[config.mk]
export PLATFORM = sky130hd
export DESIGN_NAME = wishbone_interconnect_n
export DESIGN_NICKNAME = d
export VERILOG_FILES = /design/src/rtl/wishbone_interconnect_n_pkg.sv /design/src/rtl/wishbone_interconnect_n_timeout.sv /design/src/rtl/wishbone_interconnect_n.sv
export SDC_FILE = /design/constraint.sdc
export NUM_CORES = 1
export LEC_CHECK = 0
export ABC_AREA = 1
export BUFFER_PORTS_ARGS = -buffer_cell sky130_fd_sc_hd__buf_2
export CORE_AREA = 8 8 212 214
export CTS_CLUSTER_DIAMETER = 200
export DETAILED_ROUTE_END_ITERATION = 12
export DIE_AREA = 0 0 220 222
export HOLD_SLACK_MARGIN = 0.03
export PLACE_DENSITY_LB_ADDON = 0.05
export SLEW_MARGIN = 30
export SYNTH_ARGS = -nofsm -noshare
export SYNTH_HDL_FRONTEND = slang
export SYNTH_SLANG_ARGS = --single-unit
export TNS_END_PERCENT = 5
[constraint.sdc]
create_clock -name clk -period 12.6 [get_ports clk]
set_clock_uncertainty 0.1 [all_clocks]
set_input_delay 0 -clock clk [delete_from_list [all_inputs] [get_ports clk]]
set_output_delay 0 -clock clk [all_outputs]
set_load 0.01 [all_outputs]
[src/rtl/wishbone_interconnect_n_pkg.sv]
// ---------------------------------------------------------------------------
// wishbone_interconnect_n_pkg
// Shared definitions for the N-slave wishbone interconnect:
//   - FSM state encodings (IDLE/BUSY/RESP/RELEASE)
//   - default slave-ack timeout and slave-select field width
//   - idx_width(): width of a slave index for a given slave count
// No ports (package).
// ---------------------------------------------------------------------------
package wishbone_interconnect_n_pkg;

    localparam logic [1:0] ST_IDLE    = 2'd0;
    localparam logic [1:0] ST_BUSY    = 2'd1;
    localparam logic [1:0] ST_RESP    = 2'd2;
    localparam logic [1:0] ST_RELEASE = 2'd3;

    localparam int DEFAULT_TIMEOUT   = 255;
    localparam int DEFAULT_SEL_WIDTH = 8;

    // A single slave still needs a one-bit index so that vectors stay legal.
    function automatic int idx_width(input int n);
        return (n <= 1) ? 1 : $clog2(n);
    endfunction

endpackage

[src/rtl/wishbone_interconnect_n_timeout.sv]
// ---------------------------------------------------------------------------
// wb_timeout_counter
// Counts cycles spent waiting for a slave acknowledge.
//   clk, rst : clock, asynchronous active-high reset
//   load     : clear the count (start of a new slave access)
//   en       : count this cycle (waiting for ack)
//   expire   : high in the LIMIT-th enabled cycle after a load
// ---------------------------------------------------------------------------
module wb_timeout_counter #(
    parameter int LIMIT = 255,
    parameter int WIDTH = $clog2(LIMIT + 1)
) (
    input  logic clk,
    input  logic rst,
    input  logic load,
    input  logic en,
    output logic expire
);

    logic [WIDTH-1:0] count;

    always_ff @(posedge clk or posedge rst) begin
        if (rst) begin
            count <= '0;
        end else if (load) begin
            count <= '0;
        end else if (en && !expire) begin
            count <= count + WIDTH'(1);
        end
    end

    // Count holds the number of already-completed waiting cycles, so the
    // current cycle is the LIMIT-th when it equals LIMIT-1.
    assign expire = en && (count == WIDTH'(LIMIT - 1));

endmodule

[src/rtl/wishbone_interconnect_n.sv]
// ---------------------------------------------------------------------------
// wishbone_interconnect_n
// Routes one wishbone master to NUM_SLAVES slaves through a registered
// request/response pipeline. Slave index comes from m_adr_i[SEL_LSB+:SEL_WIDTH];
// slave 0 is device_rom_table, slaves 1..N-1 are wb_ddr and user devices.
//
// Handshake: a request is accepted in IDLE when m_cyc_i & m_stb_i. Exactly one
// m_ack_o pulse answers it (m_err_o qualifies that pulse), after which the
// master must drop m_stb_i before a new request is taken. Dropping m_cyc_i
// while the slave is being waited on aborts with no ack.
//
// Ports:
//   clk, rst                 clock, asynchronous active-high reset
//   m_we_i/m_cyc_i/m_stb_i   master write enable, cycle, strobe
//   m_sel_i/m_adr_i/m_dat_i  master byte select, address, write data
//   m_dat_o/m_ack_o/m_err_o  registered read data, ack pulse, error qualifier
//   m_int_o                  registered OR of masked slave interrupts
//   int_mask_i               per-slave interrupt enable
//   err_adr_o                address of the most recent errored transfer
//   s_we_o/s_cyc_o/s_stb_o   per-slave strobes (one-hot or zero)
//   s_sel_o/s_adr_o/s_dat_o  flattened byte selects, addresses, write data
//   s_dat_i/s_ack_i/s_int_i  flattened read data, acks, interrupts
//   fsm_state                current FSM state (debug observation)
// ---------------------------------------------------------------------------
module wishbone_interconnect_n
    import wishbone_interconnect_n_pkg::*;
#(
    parameter int NUM_SLAVES     = 4,
    parameter int ADDR_WIDTH     = 32,
    parameter int DATA_WIDTH     = 32,
    parameter int SEL_LSB        = 24,
    parameter int SEL_WIDTH      = DEFAULT_SEL_WIDTH,
    parameter int TIMEOUT_CYCLES = DEFAULT_TIMEOUT
) (
    input  logic                               clk,
    input  logic                               rst,
    input  logic                               m_we_i,
    input  logic                               m_cyc_i,
    input  logic                               m_stb_i,
    input  logic [DATA_WIDTH/8-1:0]            m_sel_i,
    input  logic [ADDR_WIDTH-1:0]              m_adr_i,
    input  logic [DATA_WIDTH-1:0]              m_dat_i,
    output logic [DATA_WIDTH-1:0]              m_dat_o,
    output logic                               m_ack_o,
    output logic                               m_err_o,
    output logic                               m_int_o,
    input  logic [NUM_SLAVES-1:0]              int_mask_i,
    output logic [ADDR_WIDTH-1:0]              err_adr_o,
    output logic [NUM_SLAVES-1:0]              s_we_o,
    output logic [NUM_SLAVES-1:0]              s_cyc_o,
    output logic [NUM_SLAVES-1:0]              s_stb_o,
    output logic [NUM_SLAVES*DATA_WIDTH/8-1:0] s_sel_o,
    output logic [NUM_SLAVES*ADDR_WIDTH-1:0]   s_adr_o,
    output logic [NUM_SLAVES*DATA_WIDTH-1:0]   s_dat_o,
    input  logic [NUM_SLAVES*DATA_WIDTH-1:0]   s_dat_i,
    input  logic [NUM_SLAVES-1:0]              s_ack_i,
    input  logic [NUM_SLAVES-1:0]              s_int_i,
    output logic [1:0]                         fsm_state
);

    localparam int BSEL_W = DATA_WIDTH / 8;
    localparam int IDX_W  = idx_width(NUM_SLAVES);
    localparam int SW1    = SEL_WIDTH + 1;
    localparam logic [SW1-1:0] NUM_SLAVES_EXT = SW1'(NUM_SLAVES);

    function automatic logic [ADDR_WIDTH-1:0] field_mask();
        logic [ADDR_WIDTH-1:0] m;
        m = '0;
        for (int i = 0; i < ADDR_WIDTH; i++) begin
            if (i >= SEL_LSB && i < SEL_LSB + SEL_WIDTH) m[i] = 1'b1;
        end
        return m;
    endfunction

    // Bits of the address that form the slave-select field.
    localparam logic [ADDR_WIDTH-1:0] SEL_MASK = field_mask();

    logic [1:0]            state;
    logic [ADDR_WIDTH-1:0] lat_adr;
    logic [DATA_WIDTH-1:0] lat_dat;
    logic [BSEL_W-1:0]     lat_sel;
    logic                  lat_we;
    logic [IDX_W-1:0]      cur_idx;
    logic [NUM_SLAVES-1:0] slv_stb;
    logic [NUM_SLAVES-1:0] slv_we;

    logic [SEL_WIDTH-1:0]  req_sel;
    logic                  req_valid;
    logic                  req_in_range;
    logic                  sel_ack;
    logic [DATA_WIDTH-1:0] sel_rdat;
    logic                  tmo_load;
    logic                  tmo_en;
    logic                  tmo_expire;

    assign req_sel      = m_adr_i[SEL_LSB +: SEL_WIDTH];
    assign req_valid    = m_cyc_i & m_stb_i;
    assign req_in_range = {1'b0, req_sel} < NUM_SLAVES_EXT;
    assign sel_ack      = s_ack_i[cur_idx];
    assign sel_rdat     = s_dat_i[int'(cur_idx) * DATA_WIDTH +: DATA_WIDTH];

    // The counter restarts whenever a request is accepted and runs only
    // while the selected slave is being waited on.
    assign tmo_load = (state == ST_IDLE) && req_valid;
    assign tmo_en   = (state == ST_BUSY);

    wb_timeout_counter #(
        .LIMIT (TIMEOUT_CYCLES),
        .WIDTH ($clog2(TIMEOUT_CYCLES + 1))
    ) u_timeout (
        .clk    (clk),
        .rst    (rst),
        .load   (tmo_load),
        .en     (tmo_en),
        .expire (tmo_expire)
    );

    always_ff @(posedge clk or posedge rst) begin
        if (rst) begin
            state     <= ST_IDLE;
            lat_adr   <= '0;
            lat_dat   <= '0;
            lat_sel   <= '0;
            lat_we    <= 1'b0;
            cur_idx   <= '0;
            slv_stb   <= '0;
            slv_we    <= '0;
            m_dat_o   <= '0;
            m_ack_o   <= 1'b0;
            m_err_o   <= 1'b0;
            m_int_o   <= 1'b0;
            err_adr_o <= '0;
        end else begin
            // Ack/err are single-cycle pulses; only the transition into RESP sets them.
            m_ack_o <= 1'b0;
            m_err_o <= 1'b0;
            m_int_o <= |(s_int_i & int_mask_i);

            case (state)
                ST_IDLE: begin
                    if (req_valid) begin
                        lat_adr <= m_adr_i;
                        lat_dat <= m_dat_i;
                        lat_sel <= m_sel_i;
                        lat_we  <= m_we_i;
                        if (!req_in_range) begin
                            state     <= ST_RESP;
                            m_ack_o   <= 1'b1;
                            m_err_o   <= 1'b1;
                            m_dat_o   <= '0;
                            err_adr_o <= m_adr_i;
                        end else begin
                            state   <= ST_BUSY;
                            cur_idx <= req_sel[IDX_W-1:0];
                            slv_stb <= NUM_SLAVES'(1) << req_sel[IDX_W-1:0];
                            slv_we  <= m_we_i ? (NUM_SLAVES'(1) << req_sel[IDX_W-1:0]) : '0;
                        end
                    end
                end
                ST_BUSY: begin
                    if (!m_cyc_i) begin
                        state   <= ST_IDLE;
                        slv_stb <= '0;
                        slv_we  <= '0;
                    end else if (sel_ack) begin
                        // Ack is checked before expiry so a same-cycle ack still succeeds.
                        state   <= ST_RESP;
                        slv_stb <= '0;
                        slv_we  <= '0;
                        m_ack_o <= 1'b1;
                        m_dat_o <= lat_we ? '0 : sel_rdat;
                    end else if (tmo_expire) begin
                        state     <= ST_RESP;
                        slv_stb   <= '0;
                        slv_we    <= '0;
                        m_ack_o   <= 1'b1;
                        m_err_o   <= 1'b1;
                        m_dat_o   <= '0;
                        err_adr_o <= lat_adr;
                    end
                end
                ST_RESP: begin
                    state <= ST_RELEASE;
                end
                default: begin
                    // RELEASE: a strobe still held from the answered request must
                    // not start a second transfer.
                    if (!m_stb_i) state <= ST_IDLE;
                end
            endcase
        end
    end

    assign s_cyc_o   = slv_stb;
    assign s_stb_o   = slv_stb;
    assign s_we_o    = slv_we;
    assign s_adr_o   = {NUM_SLAVES{lat_adr & ~SEL_MASK}};
    assign s_dat_o   = {NUM_SLAVES{lat_dat}};
    assign s_sel_o   = {NUM_SLAVES{lat_sel}};
    assign fsm_state = state;

endmodule

==> results by group <==
Clock tree
  – Root buffer cell: clkbuf_16
  – # H-tree levels: 4
  – Clock-pin slew on the worst setup and hold paths: 0.07 ns
  – Clock buffer depth: 2
  – Post-CTS resize count: 0
  – Skew-Pair Late Insertion Delay: 0.44 ns
  – Clock buffer count from CTS: 17
  – CTS tree: built
  – CTS sink cnt: 156

Layout
  – # fillers: 4606
  – Final std cells w/o fill: 2339
  – Nets: 2000
  – Area grow syn2layout: 36.40%
  – Fraction of layout cells with a size suffix above 1: 33.15%

Logic synthesis
  – Cells after Synth: 1337
  – Top FF cell, synth: dfrtp_1
  – Avg Cell Area, Syn: 7.401 um2
  – Post-synthesis cell type count: 32
  – Top-count cell post-synth: nand2_1
  – Sequential fraction of the synthesis area: 39.45%
  – Post-synth top cells: 485 x nand2_1, 242 x buf_4, 178 x nand3_1
  – Synth top area share: 39.45%
  – Synth top area cells: dfrtp_1 39%, nand2_1 18%, buf_4 18%
  – Flops & latches, synth: 156
  – Synth area leader: dfrtp_1
  – Async SR Flop Fraction: 100.0%
  – Syn Std Cell Area: 0.009896 mm2
  – Synth Warn #: 0
  – Post-synth EDFFs: 0

Detailed routing
  – 1st-iter DRT viols: 515
  – Drt wl/cell: 16.81 um
  – Antenna Violating Nets Remaining: 0
  – DR vias: 9703
  – Routed WL: 39320 um
  – 1st-pass router iterations: 5
  – Vias per Instance: 4.148
  – DRC viols: 0

Timing
  – Setup violations, final: 0
  – Unrepaired setup endpoints after global routing: false
  – Worst Max-Slew Pin Slew: 0.8810 ns
  – Fin. Hold Viols: 0
  – Worst rel slew slack: 41.27%
  – Final period utilization: 26.77%
  – Fin Setup TNS: 0 ns
  – Final Slew Violations: 0
  – Minimum clock period: 3.372 ns
  – Maximum clock frequency: 296.5 MHz

GRT
  – Global Route Usage Sum: 15.65%
  – Initial antenna violation count: 2
  – GR peak layer: met2
  – Met3 Use GR: 3.465%
  – Met2 usage: 27.55%
  – Global route overflow: 0
  – Largest net degree at the start of global routing: 101
  – First-pass GRT wire length: 59860 um
  – Routing usage on met1: 18.35%
  – Vias in the first global route: 10070

Power and ir drop
  – Pwr dens: 203.5 mW/mm2
  – Pwr Total: 2747 uW
  – VDD IR max: 0.09778 mV
  – P_leak: 0.007518 uW

Die
  – I/O Pins: 566
  – Chip Width: 220 um
  – Placement Rows: 75
  – Starting Density: 23.86%
  – Die area: 0.04884 mm2
  – Core area: 0.04148 mm2
  – Die H: 222 um

Setup path
  – CP Max Fanout: 100
  – Critical Path AT: 3.65 ns
  – CP bufs+invs: 1
  – Startpoint Class: flop
  – Critical path's slowest cell: inv_6
  – Critical path, cell by cell: nor2_4 > nand2_4 > inv_6 > nand2_4 > nand2_4 > nand2_1 > nand2_1
  – Critical path class: reg -> reg
  – Delay-heaviest family, CP: simple AND/OR/NAND/NOR gates
  – Crit-path max cell delay: 0.67 ns
  – Reg-to-reg slack, setup: 9.23 ns
  – Worst Path Required: 12.88 ns
  – Most frequent CP cell: nand2_4
  – Crit. End Element: flop

Outcome
  – Status: completed

Placement
  – Final Wtd Congestion: 0.7991
  – Port bufs: 533
  – Placed Instances: 2135
  – DP HPWL: 28300 um

Worst hold path
  – HP Class: in -> reg

Run
  – Max cap viols: 0
metrics by stage:
step | setup slack [ns] | hold slack (ns) | util [%] | cell area [um2]
after floorplan | 8.293 | 0.009615 | - | 10010
after global placement | 8.837 | 0.09709 | 26.96 | 11180
after detailed placement | 9.053 | 0.09900 | 26.98 | 11190
after CTS | 9.030 | 0.04168 | 32.52 | 13490
after global routing | 8.765 | 0.07335 | 32.54 | 13500
final | 9.228 | 0.05477 | 32.54 | 13500
power breakdown:
group          internal (uW)  switching, uW
clock network            304            234
logic                    546            797
registers                691            175
total                   1540           1210
flip-flops by register name, indices dropped and copies added, names as in the netlist:
register	flops
s_we_o	4
lat_dat	32
u_timeout.count	8
err_adr_o	32
lat_adr	32
m_err_o	1
m_dat_o	32
lat_sel	4
m_ack_o	1
s_cyc_o	4
cur_idx	2
lat_we	1
m_int_o	1
fsm_state	2
final cells by class:
class | instances | area (um2) | area share [%]
Timing Repair Buffer | 707 | 4403 | 32.62
Clock inverter | 12 | 138.9 | 1.029
Antenna cell | 2 | 5.005 | 0.03708
Clock buffer | 20 | 456.7 | 3.383
Sequential cell | 156 | 3905 | 28.93
Tap cell | 539 | 674.4 | 4.996
Inverter | 56 | 226.5 | 1.678
Multi-Input combinational cell | 847 | 3689 | 27.33
cell usage in the layout, fill, tap and decap left out, drive strengths merged:
cell and instances:
nand4 4, dlygate4sd3 170, o31ai 1, or2 1, nor3 1, inv 57, conb 32, ha 2
nand2 495, xnor2 1, buf 537, nor2 47, o21ai 73, a21oi 2, nor4 4, bufinv 2
diode 2, clkbuf 20, o21bai 1, clkinv 5, clkinvlp 4, dfrtp 156, nand3 182, xor2 1
layer usage:
metal  vias to the layer above  wire [um]
met4                         0        640
met1                      4529      16260
met3                        28       2631
li1                       4825          -
met5                         -          0
met2                       321      19780
worst paths after layout:
path	from	endpoint	cells after the start
worst max-delay path	fsm_state[1]	err_adr_o[3]	7
worst min-delay path	s_dat_i[83]	m_dat_o[19]	7
worst max register to register	fsm_state[1]	err_adr_o[3]	7
worst min register to register	s_we_o[0]	s_we_o[0]	2
max in group asynchronous	rst	m_dat_o[10]	4
min in group asynchronous	rst	m_dat_o[6]	3
what timing repair did:
item                                   CTS  global route
endpoints found under the hold margin  229             0
hold buffers                           170             0
setup buffers                            0             0
logic make-up after synthesis:
logic type	synth area share, %
AOI/OAI and AO/OA	4.059
xor gates and xnor gates	0.1770
other	0.03790
and+or+nand+nor	31.57
adders and majority gates	0.2528
DFF	39.45
buffers and inverters	24.45
worst register-to-register path: stages, from the launching register on:
cell	delay (ns)
dfrtp_1	0.49
nor2_4	0.18
nand2_4	0.36
inv_6	0.68
nand2_4	0.64
nand2_4	0.66
nand2_1	0.12
nand2_1	0.08
Note: power is estimated with default switching activity, not from simulation.
